**src/rtl/stream_scale_lanes_if.sv**
```systemverilog
// -----------------------------------------------------------------------------
// stream_scale_lanes_if
// Purpose : one direction of a valid/ack word stream with a separate "last"
//           flag. The value and last channels each carry their own vld/ack
//           pair so the bundle matches the block-level stream naming.
// Signals : value_V          word payload, DW bits
//           last_V           end-of-run marker for the same word
//           *_ap_vld         producer says the word is present
//           *_ap_ack         consumer takes the word
// Modports: master = producer side, slave = consumer side.
// -----------------------------------------------------------------------------
interface stream_scale_lanes_if #(
  parameter int DW = 8
);
  logic [DW-1:0] value_V;
  logic          last_V;
  logic          value_V_ap_vld;
  logic          last_V_ap_vld;
  logic          value_V_ap_ack;
  logic          last_V_ap_ack;

  modport master (
    output value_V, last_V, value_V_ap_vld, last_V_ap_vld,
    input  value_V_ap_ack, last_V_ap_ack
  );

  modport slave (
    input  value_V, last_V, value_V_ap_vld, last_V_ap_vld,
    output value_V_ap_ack, last_V_ap_ack
  );
endinterface

```
**src/rtl/stream_scale_lanes.sv**
```systemverilog
// -----------------------------------------------------------------------------
// stream_scale_lanes
// Purpose : multiplies every WIDTH-bit lane of each incoming stream word by a
//           per-run unsigned scale factor and forwards the result through a
//           2-entry FIFO. SATURATE selects clamping or truncation of results.
// Ports   : ap_clk, ap_rst      clock and synchronous active-high reset
//           ap_start            begin a run (sampled in IDLE only)
//           ap_done/ap_ready    one-cycle pulses: run finished / input closed
//           ap_idle             high while in IDLE
//           scale               multiplier, latched when a run starts
//           hw_input_V          input stream (slave side)
//           hw_output_V         output stream (master side)
//           beat_count          output words delivered in current/last run
// -----------------------------------------------------------------------------
module stream_scale_lanes #(
  parameter int WIDTH    = 8,
  parameter int LANES    = 1,
  parameter int SCALE_W  = 8,
  parameter bit SATURATE = 1'b0
) (
  input  logic                 ap_clk,
  input  logic                 ap_rst,
  input  logic                 ap_start,
  output logic                 ap_done,
  output logic                 ap_idle,
  output logic                 ap_ready,
  input  logic [SCALE_W-1:0]   scale,
  stream_scale_lanes_if.slave  hw_input_V,
  stream_scale_lanes_if.master hw_output_V,
  output logic [31:0]          beat_count
);

  localparam int DW = WIDTH * LANES;
  localparam int PW = WIDTH + SCALE_W;

  typedef enum logic [1:0] {S_IDLE, S_RUN, S_DRAIN} state_t;

  state_t             r_state;
  state_t             w_state_next;
  logic [SCALE_W-1:0] r_scale;
  logic [DW-1:0]      r_mem_data [2];
  logic [1:0]         r_mem_last;
  logic               r_wr_ptr;
  logic               r_rd_ptr;
  logic [1:0]         r_occ;
  logic               r_done;
  logic               r_ready;
  logic [31:0]        r_beat_count;

  logic               w_in_ack;
  logic               w_out_vld;
  logic               w_push;
  logic               w_pop;
  logic               w_start;
  logic               w_ready_set;
  logic               w_done_set;
  logic [DW-1:0]      w_scaled;

  // Input acks depend only on registered state, so there is no combinational
  // path from the downstream acks back to the upstream producer.
  assign w_in_ack  = (r_state == S_RUN) && (r_occ < 2'd2);
  assign w_out_vld = (r_occ != 2'd0);
  assign w_push    = w_in_ack && hw_input_V.value_V_ap_vld && hw_input_V.last_V_ap_vld;
  assign w_pop     = w_out_vld && hw_output_V.value_V_ap_ack && hw_output_V.last_V_ap_ack;

  // Scaling happens on the way into the FIFO so the stored word is final.
  generate
    for (genvar gi = 0; gi < LANES; gi++) begin : g_lane
      if (SATURATE) begin : g_sat
        logic [PW-1:0] w_prod;
        assign w_prod = PW'(hw_input_V.value_V[gi*WIDTH +: WIDTH]) * PW'(r_scale);
        assign w_scaled[gi*WIDTH +: WIDTH] =
          (w_prod > PW'({WIDTH{1'b1}})) ? {WIDTH{1'b1}} : w_prod[WIDTH-1:0];
      end else begin : g_trunc
        assign w_scaled[gi*WIDTH +: WIDTH] =
          WIDTH'(PW'(hw_input_V.value_V[gi*WIDTH +: WIDTH]) * PW'(r_scale));
      end
    end
  endgenerate

  always_comb begin
    w_state_next = r_state;
    w_start      = 1'b0;
    w_ready_set  = 1'b0;
    w_done_set   = 1'b0;
    case (r_state)
      S_IDLE: begin
        if (ap_start) begin
          w_state_next = S_RUN;
          w_start      = 1'b1;
        end
      end
      S_RUN: begin
        if (w_push && hw_input_V.last_V) begin
          w_state_next = S_DRAIN;
          w_ready_set  = 1'b1;
        end
      end
      S_DRAIN: begin
        // The word marked last is the newest in the FIFO, so popping it
        // leaves the FIFO empty for the next run.
        if (w_pop && r_mem_last[r_rd_ptr]) begin
          w_state_next = S_IDLE;
          w_done_set   = 1'b1;
        end
      end
      default: w_state_next = S_IDLE;
    endcase
  end

  always_ff @(posedge ap_clk) begin
    if (ap_rst) begin
      r_state <= S_IDLE;
    end else begin
      r_state <= w_state_next;
    end
  end

  always_ff @(posedge ap_clk) begin
    if (ap_rst) begin
      r_scale       <= '0;
      r_mem_data[0] <= '0;
      r_mem_data[1] <= '0;
      r_mem_last    <= '0;
      r_wr_ptr      <= 1'b0;
      r_rd_ptr      <= 1'b0;
      r_occ         <= 2'd0;
      r_done        <= 1'b0;
      r_ready       <= 1'b0;
      r_beat_count  <= '0;
    end else begin
      r_done  <= w_done_set;
      r_ready <= w_ready_set;

      if (w_start) begin
        r_scale      <= scale;
        r_beat_count <= '0;
      end else if (w_pop) begin
        r_beat_count <= r_beat_count + 32'd1;
      end

      if (w_push) begin
        r_mem_data[r_wr_ptr] <= w_scaled;
        r_mem_last[r_wr_ptr] <= hw_input_V.last_V;
        r_wr_ptr             <= ~r_wr_ptr;
      end
      if (w_pop) begin
        r_rd_ptr <= ~r_rd_ptr;
      end

      // Simultaneous push and pop keeps the occupancy unchanged.
      case ({w_push, w_pop})
        2'b10:   r_occ <= r_occ + 2'd1;
        2'b01:   r_occ <= r_occ - 2'd1;
        default: r_occ <= r_occ;
      endcase
    end
  end

  assign hw_input_V.value_V_ap_ack  = w_in_ack;
  assign hw_input_V.last_V_ap_ack   = w_in_ack;

  // Gate the head entry with vld so an empty FIFO presents zeros.
  assign hw_output_V.value_V_ap_vld = w_out_vld;
  assign hw_output_V.last_V_ap_vld  = w_out_vld;
  assign hw_output_V.value_V        = w_out_vld ? r_mem_data[r_rd_ptr] : '0;
  assign hw_output_V.last_V         = w_out_vld ? r_mem_last[r_rd_ptr] : 1'b0;

  assign ap_idle    = (r_state == S_IDLE);
  assign ap_done    = r_done;
  assign ap_ready   = r_ready;
  assign beat_count = r_beat_count;

endmodule

```
**src/flat_wrapper.sv**
```systemverilog
// flat-port wrapper written by rule: the top's interface ports become plain ports
module stream_scale_lanes_flat 
#(
  parameter int WIDTH    = 8,
  parameter int LANES    = 1,
  parameter int SCALE_W  = 8,
  parameter bit SATURATE = 1'b0
)
  (ap_clk, ap_rst, ap_start, ap_done, ap_idle, ap_ready, scale, beat_count, hw_input_V_value_V, hw_input_V_last_V, hw_input_V_value_V_ap_vld, hw_input_V_last_V_ap_vld, hw_input_V_value_V_ap_ack, hw_input_V_last_V_ap_ack, hw_output_V_value_V, hw_output_V_last_V, hw_output_V_value_V_ap_vld, hw_output_V_last_V_ap_vld, hw_output_V_value_V_ap_ack, hw_output_V_last_V_ap_ack);
  stream_scale_lanes_if #(.DW(8)) hw_input_V_i ();
  stream_scale_lanes_if #(.DW(8)) hw_output_V_i ();
  input  logic ap_clk;
  input  logic ap_rst;
  input  logic ap_start;
  output logic ap_done;
  output logic ap_idle;
  output logic ap_ready;
  input  logic [SCALE_W-1:0] scale;
  output logic [31:0] beat_count;
  input wire logic [$bits(hw_input_V_i.value_V)-1:0] hw_input_V_value_V;
  input wire logic [$bits(hw_input_V_i.last_V)-1:0] hw_input_V_last_V;
  input wire logic [$bits(hw_input_V_i.value_V_ap_vld)-1:0] hw_input_V_value_V_ap_vld;
  input wire logic [$bits(hw_input_V_i.last_V_ap_vld)-1:0] hw_input_V_last_V_ap_vld;
  output wire logic [$bits(hw_input_V_i.value_V_ap_ack)-1:0] hw_input_V_value_V_ap_ack;
  output wire logic [$bits(hw_input_V_i.last_V_ap_ack)-1:0] hw_input_V_last_V_ap_ack;
  output wire logic [$bits(hw_output_V_i.value_V)-1:0] hw_output_V_value_V;
  output wire logic [$bits(hw_output_V_i.last_V)-1:0] hw_output_V_last_V;
  output wire logic [$bits(hw_output_V_i.value_V_ap_vld)-1:0] hw_output_V_value_V_ap_vld;
  output wire logic [$bits(hw_output_V_i.last_V_ap_vld)-1:0] hw_output_V_last_V_ap_vld;
  input wire logic [$bits(hw_output_V_i.value_V_ap_ack)-1:0] hw_output_V_value_V_ap_ack;
  input wire logic [$bits(hw_output_V_i.last_V_ap_ack)-1:0] hw_output_V_last_V_ap_ack;
  assign hw_input_V_i.value_V = hw_input_V_value_V;
  assign hw_input_V_i.last_V = hw_input_V_last_V;
  assign hw_input_V_i.value_V_ap_vld = hw_input_V_value_V_ap_vld;
  assign hw_input_V_i.last_V_ap_vld = hw_input_V_last_V_ap_vld;
  assign hw_input_V_value_V_ap_ack = hw_input_V_i.value_V_ap_ack;
  assign hw_input_V_last_V_ap_ack = hw_input_V_i.last_V_ap_ack;
  assign hw_output_V_value_V = hw_output_V_i.value_V;
  assign hw_output_V_last_V = hw_output_V_i.last_V;
  assign hw_output_V_value_V_ap_vld = hw_output_V_i.value_V_ap_vld;
  assign hw_output_V_last_V_ap_vld = hw_output_V_i.last_V_ap_vld;
  assign hw_output_V_i.value_V_ap_ack = hw_output_V_value_V_ap_ack;
  assign hw_output_V_i.last_V_ap_ack = hw_output_V_last_V_ap_ack;
  stream_scale_lanes #(.WIDTH(WIDTH), .LANES(LANES), .SCALE_W(SCALE_W), .SATURATE(SATURATE)) u_core (.ap_clk(ap_clk), .ap_rst(ap_rst), .ap_start(ap_start), .ap_done(ap_done), .ap_idle(ap_idle), .ap_ready(ap_ready), .scale(scale), .hw_input_V(hw_input_V_i), .hw_output_V(hw_output_V_i), .beat_count(beat_count));
endmodule
```
**config.mk**
```make
export PLATFORM = sky130hd
export DESIGN_NAME = stream_scale_lanes_flat
export DESIGN_NICKNAME = d
export VERILOG_FILES = /design/src/rtl/stream_scale_lanes_if.sv /design/src/rtl/stream_scale_lanes.sv /design/src/flat_wrapper.sv
export SDC_FILE = /design/constraint.sdc
export NUM_CORES = 1
export LEC_CHECK = 0
export ABC_AREA = 1
export CAP_MARGIN = 10
export CELL_PAD_IN_SITES_DETAIL_PLACEMENT = 1
export CELL_PAD_IN_SITES_GLOBAL_PLACEMENT = 1
export CORE_MARGIN = 2
export CORE_UTILIZATION = 34
export CTS_CLUSTER_SIZE = 8
export DETAILED_ROUTE_END_ITERATION = 8
export PLACE_DENSITY_LB_ADDON = 0.1
export SYNTH_ARGS = -nofsm -noshare
export SYNTH_HDL_FRONTEND = slang
export SYNTH_SLANG_ARGS = --single-unit
```
**constraint.sdc**
```tcl
create_clock -name ap_clk -period 4.5 [get_ports ap_clk]
set_input_delay 0.9 -clock ap_clk [delete_from_list [all_inputs] [get_ports ap_clk]]
set_output_delay 0.9 -clock ap_clk [all_outputs]
set_load 0.03 [all_outputs]
```
# [After elaboration in Yosys (flattened, before gate mapping)]
# Memories as Yosys holds them, arrays and structs flattened. A register that Yosys moved wholly into a read port is not among the register bits.
# Index checks and enable logic that the tools add are counted.
[op_classes] add_sub_neg=3 mul=1 magnitude_cmp=4 n_eq_ne=7 mux=26 bitwise_logic=4 reduce_logical=16
[op_table] operator="32-bit by 1-bit adder with 32-bit output, second input constant" count=1
[op_table] operator="1-bit two-way mux" count=17
[op_table] operator="8-bit two-way mux" count=2
[op_table] operator="1-bit logical AND" count=8
[op_table] operator="8-bit by 8-bit multiplier with 8-bit output" count=1
[op_table] operator="8-bit OR reduction" count=1
[op_table] operator="2-bit two-way mux" count=3
[op_table] operator="2-bit one-hot mux with 3 select lines" count=1
[op_table] operator="2-bit OR reduction" count=3
[op_table] operator="2-bit by 1-bit == test with 1-bit output, second input constant" count=2
[op_table] operator="2-bit == test, second input constant" count=2
[op_table] operator="1-bit by 2-bit < comparator with 1-bit output, second input constant" count=2
[op_table] operator="2-bit inequality test, second input constant" count=2
[op_table] operator="1-bit NOT" count=4
[op_table] operator="2-bit one-hot mux with 2 select lines" count=1
[op_table] operator="2-bit nonzero test" count=2
[op_table] operator="3-bit AND reduction" count=1
[op_table] operator="2-bit by 1-bit adder with 2-bit output, second input constant" count=1
[op_table] operator="2-bit bitwise mux" count=1
[op_table] operator="2-bit logical NOT" count=1
[op_table] operator="2-bit < comparator, second input constant" count=1
[op_table] operator="2-bit by 1-bit inequality test with 1-bit output, second input constant" count=1
[op_table] operator="2-bit by 1-bit subtractor with 2-bit output, second input constant" count=1
[op_table] operator="1-bit demux with 1-bit select" count=1
[op_table] operator="1-bit >= comparator, second input constant" count=1
[word_totals] reg_bits=50 ram_bits=16 in_bits=24 output_inout_bits=48 n_memories=1
[memory_table] name="u_core.r_mem_data" depth=2 width=8 rd=1 rd_clocked_by_memory_dff=1 wr=2 line="stream_scale_lanes.sv:41" rtl="logic [DW-1:0] r_mem_data [2];"

# [Logic depth before layout (Yosys ltp)]
[logic_depth] ltp_word=9 ltp_mapped=21

# [Least setup slack after synthesis]
# No wires, ideal clock.
[synth_timing] kind="input -> register" from="input port hw_input_V_value_V[1]" to="memory u_core.r_mem_data[1][7] (data pin)" t_arrival_ns=3.998 t_required_ns=4.242 slack_ns=0.244 cell_stages=17 path_buffers=0 path_cell_list="nand2_1 fa_1 fa_1 inv_1 fa_1 inv_1 fa_1 inv_1 ha_1 a21oi_1 nand3_1 nand2_1 nand3_1 nand2_1 nand2_1 nand2_1 nor2_1"
[synth_lines] element="start, declared" line="flat_wrapper.sv:20" rtl="input wire logic [$bits(hw_input_V_i.value_V)-1:0] hw_input_V_value_V;"
[synth_lines] element="end, declared" line="stream_scale_lanes.sv:41"

==> impl_metrics.env <==
export IMPL_ioPinCount=72
export IMPL_clock_latency_ns=0.34
export IMPL_design_power_total_mw=1.74
export IMPL_crit_type="in -> reg"
export IMPL_dr_total_vias=4276
export IMPL_h_tree_depth=3
export IMPL_worst_pin_slew_ns=0.565
export IMPL_finalSetupViolCount=0
export IMPL_post_drt_wl_per_cell_um=14.4
export IMPL_crit_arrival_ns=4.35
export IMPL_netlist_top_cells_area="dfxtp_1, nand2_1, edfxtp_1"
export IMPL_synth_cell_types=34
export IMPL_fillers=1613
export IMPL_grt_pass1_vias=4362
export IMPL_die_x_um=117
export IMPL_peakVddDrop_mv=0.153
export IMPL_clock_sinks=67
export IMPL_dp_hpwl_um=9990
export IMPL_gp_congestion=0.855
export IMPL_synth_fp_nets=704
export IMPL_reg2regPathDepth=18
export IMPL_ys_flop_type="dfxtp_1"
export IMPL_clk_pin_slew_ns=0.06
export IMPL_cts_root_buffer="clkbuf_16"
export IMPL_max_freq_mhz=234
export IMPL_cts_tree="done"
export IMPL_worst_setup_path_end_kind="flop"
export IMPL_grt_max_degree=28
export IMPL_rsz0062_at_grt="false"
export IMPL_slew_headroom_pct=62.3
export IMPL_netlist_top_cells_count="nand2_1, inv_1, nor2_1, dfxtp_1, a21oi_1"
export IMPL_ys_seq_area_share_pct=34.5
export IMPL_nets=783
export IMPL_yosysMostFrequentCell="nand2_1"
export IMPL_cp_required_ns=4.58
export IMPL_synthArstFlopShare_pct=0
export IMPL_p_seq_share_pct=37.3
export IMPL_skew_ns=0.00616
export IMPL_track_usage_pct=19.9
export IMPL_use_met2_pct=32.8
export IMPL_synth_seq_cells=67
export IMPL_p_switching_mw=0.466
export IMPL_drtPass1Iterations=4
export IMPL_postCtsSetupBuffers=0
export IMPL_coreArea_mm2=0.0126
export IMPL_portBuffers=71
export IMPL_hp_class="reg -> reg"
export IMPL_final_layout_size_suffix_gt1_share_pct=6.54
export IMPL_yosysTopAreaCell="dfxtp_1"
export IMPL_pwr_share_clk_pct=45.4
export IMPL_setup_tns_ns=0
export IMPL_grt_first_pass_wirelength_um=21000
export IMPL_cts_buffers_inserted=9
export IMPL_grt_overflow=0
export IMPL_syn_inst=650
export IMPL_area_delta_synth_final_pct=30.6
export IMPL_pwr_density_cell_mw_per_mm2=306
export IMPL_antenna_found_initial=0
export IMPL_drt_initial_drc_count=194
export IMPL_die_area_mm2=0.0137
export IMPL_final_hold_viol_count=0
export IMPL_routed_via_density=4.72
export IMPL_path_max_fanout=3
export IMPL_grt_busiest_layer="met2"
export IMPL_die_h_um=117
export IMPL_yosysWarnings=0
export IMPL_fin_crit_sh_pct=94.9
export IMPL_min_path_cells=1
export IMPL_synth_edf_count=16
export IMPL_start_kind="input pin"
export IMPL_use_met1_pct=26.2
export IMPL_synth_area_per_cell_um2=6.70
export IMPL_place_area_mm2=0.00530
export IMPL_leakagePower_nw=2.45
export IMPL_drc_errors=0
export IMPL_insertedDiodeCount=0
export IMPL_power_internal_mw=1.27
export IMPL_cap_violations=0
export IMPL_wl_um=13000
export IMPL_antenna_left=0
export IMPL_status="complete, no violations"
export IMPL_cts_max_path_buffers=2
export IMPL_rows=41
export IMPL_gr_usage_met3_pct=5.10
export IMPL_pwr_share_comb_pct=17.3
export IMPL_swShare_pct=26.8
export IMPL_holdBufCountCts=0
export IMPL_netlist_area_mm2=0.00436
export IMPL_synth_top_area_share_pct=23.4
export IMPL_final_min_clock_period_ns=4.27
export IMPL_post_route_cell_area_mm2=0.00569
export IMPL_initial_core_util_pct=34.7
export IMPL_slew_viol_final=0
[cells by family after synthesis]
| family | synth area share (%) |
|---|---|
| adder cells (fa/ha/maj) | 10.7 |
| AND/OR/NAND/NOR | 34.5 |
| flip-flops | 34.5 |
| buffers and inverters | 11.1 |
| XOR/XNOR | 1.81 |
| AO/OA/AOI/OAI | 7.44 |
[metrics by stage]
stage / cells / setup WS (ns) / hold slack [ns] / utilization (%)
2_1_floorplan: 650 / 0.244 / 0.442 / -
4_1_cts: 906 / 0.0427 / 0.480 / 44.9
5_1_grt: 906 / 0.0647 / 0.501 / 45.2
3_3_place_gp: 890 / -0.365 / 0.460 / 42.2
6_report: 906 / 0.229 / 0.478 / 45.2
3_5_place_dp: 890 / -0.506 / 0.478 / 42.2
[layout by cell type, fill, tap and decap left out, types with 4 or more instances in the layout]
cell type,instances
inv_1,107
clkdlybuf4s50_1,67
o21ai_0,18
edfxtp_1,16
nand2_1,205
dfxtp_1,51
xor2_1,7
fa_1,11
nor2_1,77
nand4_1,5
nand3_1,30
nor3_1,17
clkbuf_16,9
ha_1,16
nand3b_1,4
buf_4,12
a21oi_1,42
[layer usage]
metal	up-vias	share of wire, %
met5	-	0
li1	2176	-
met4	0	1.0
met2	72	46
met3	11	3.5
met1	2017	49
[final timing paths]
kind | slack, ns | endpoint | startpoint
worst max-delay path | 0.23 | u_core.r_mem_data[0][7]$_SDFFCE_PN0P_ | hw_input_V_value_V[3]
worst min-delay path | 0.48 | u_core.ap_done$_SDFF_PP0_ | u_core.r_state[0]$_SDFFE_PP0P_
worst max register to register | 0.52 | u_core.r_mem_data[0][7]$_SDFFCE_PN0P_ | u_core.r_scale[2]$_SDFFE_PP0P_
worst min register to register | 0.48 | u_core.ap_done$_SDFF_PP0_ | u_core.r_state[0]$_SDFFE_PP0P_
[power by group through the flow]
stage | clock, mW | combinational (mW) | sequential [mW]
5_1_grt | 0.831 | 0.343 | 0.651
6_report | 0.789 | 0.301 | 0.649
4_1_cts | 0.810 | 0.292 | 0.649
3_5_place_dp | 0 | 0.281 | 0.662
3_3_place_gp | 0 | 0.270 | 0.660
2_1_floorplan | 0 | 0.176 | 0.653
[sequential cells by signal, summed over array words and instances, names as in the netlist, named ones only]
signal,count
u_core.beat_count,32
u_core.r_mem_data,16
u_core.r_state,2
u_core.r_rd_ptr,1
u_core.ap_ready,1
u_core.r_scale,8
u_core.r_occ,2
u_core.r_wr_ptr,1
u_core.r_mem_last,2
u_core.ap_done,1
[cell type report]
cell class / instances / area, µm² / area share (%)
clock buffers: 12 / 256 / 4.51
flip-flops and latches: 67 / 1500 / 26.4
well taps: 172 / 215 / 3.78
multi-input cells: 459 / 2420 / 42.6
repair buffers: 83 / 807 / 14.2
inverters: 109 / 409 / 7.19
clock inverters: 4 / 72.6 / 1.28
[critical path, cell delays in order]
cell           delay, ns
dlygate4sd2_1       0.25
nand2_1             0.11
fa_2                0.41
fa_1                0.55
inv_1               0.05
fa_1                0.48
inv_1               0.06
fa_1                0.53
inv_1               0.06
ha_4                0.29
nand3b_1            0.10
nand2_1             0.09
nand2_1             0.05
nand2_1             0.08
nand3_2             0.09
nand2_1             0.07
nand2_1             0.05
nand2_1             0.08
nor2_1              0.04
[what timing repair did]
action,in CTS,in global routing
cloned,0,0
gates resized for setup,4,8
pin swaps,0,4
endpoints found under the setup margin,2,6
(Power assumes the default switching activity.)
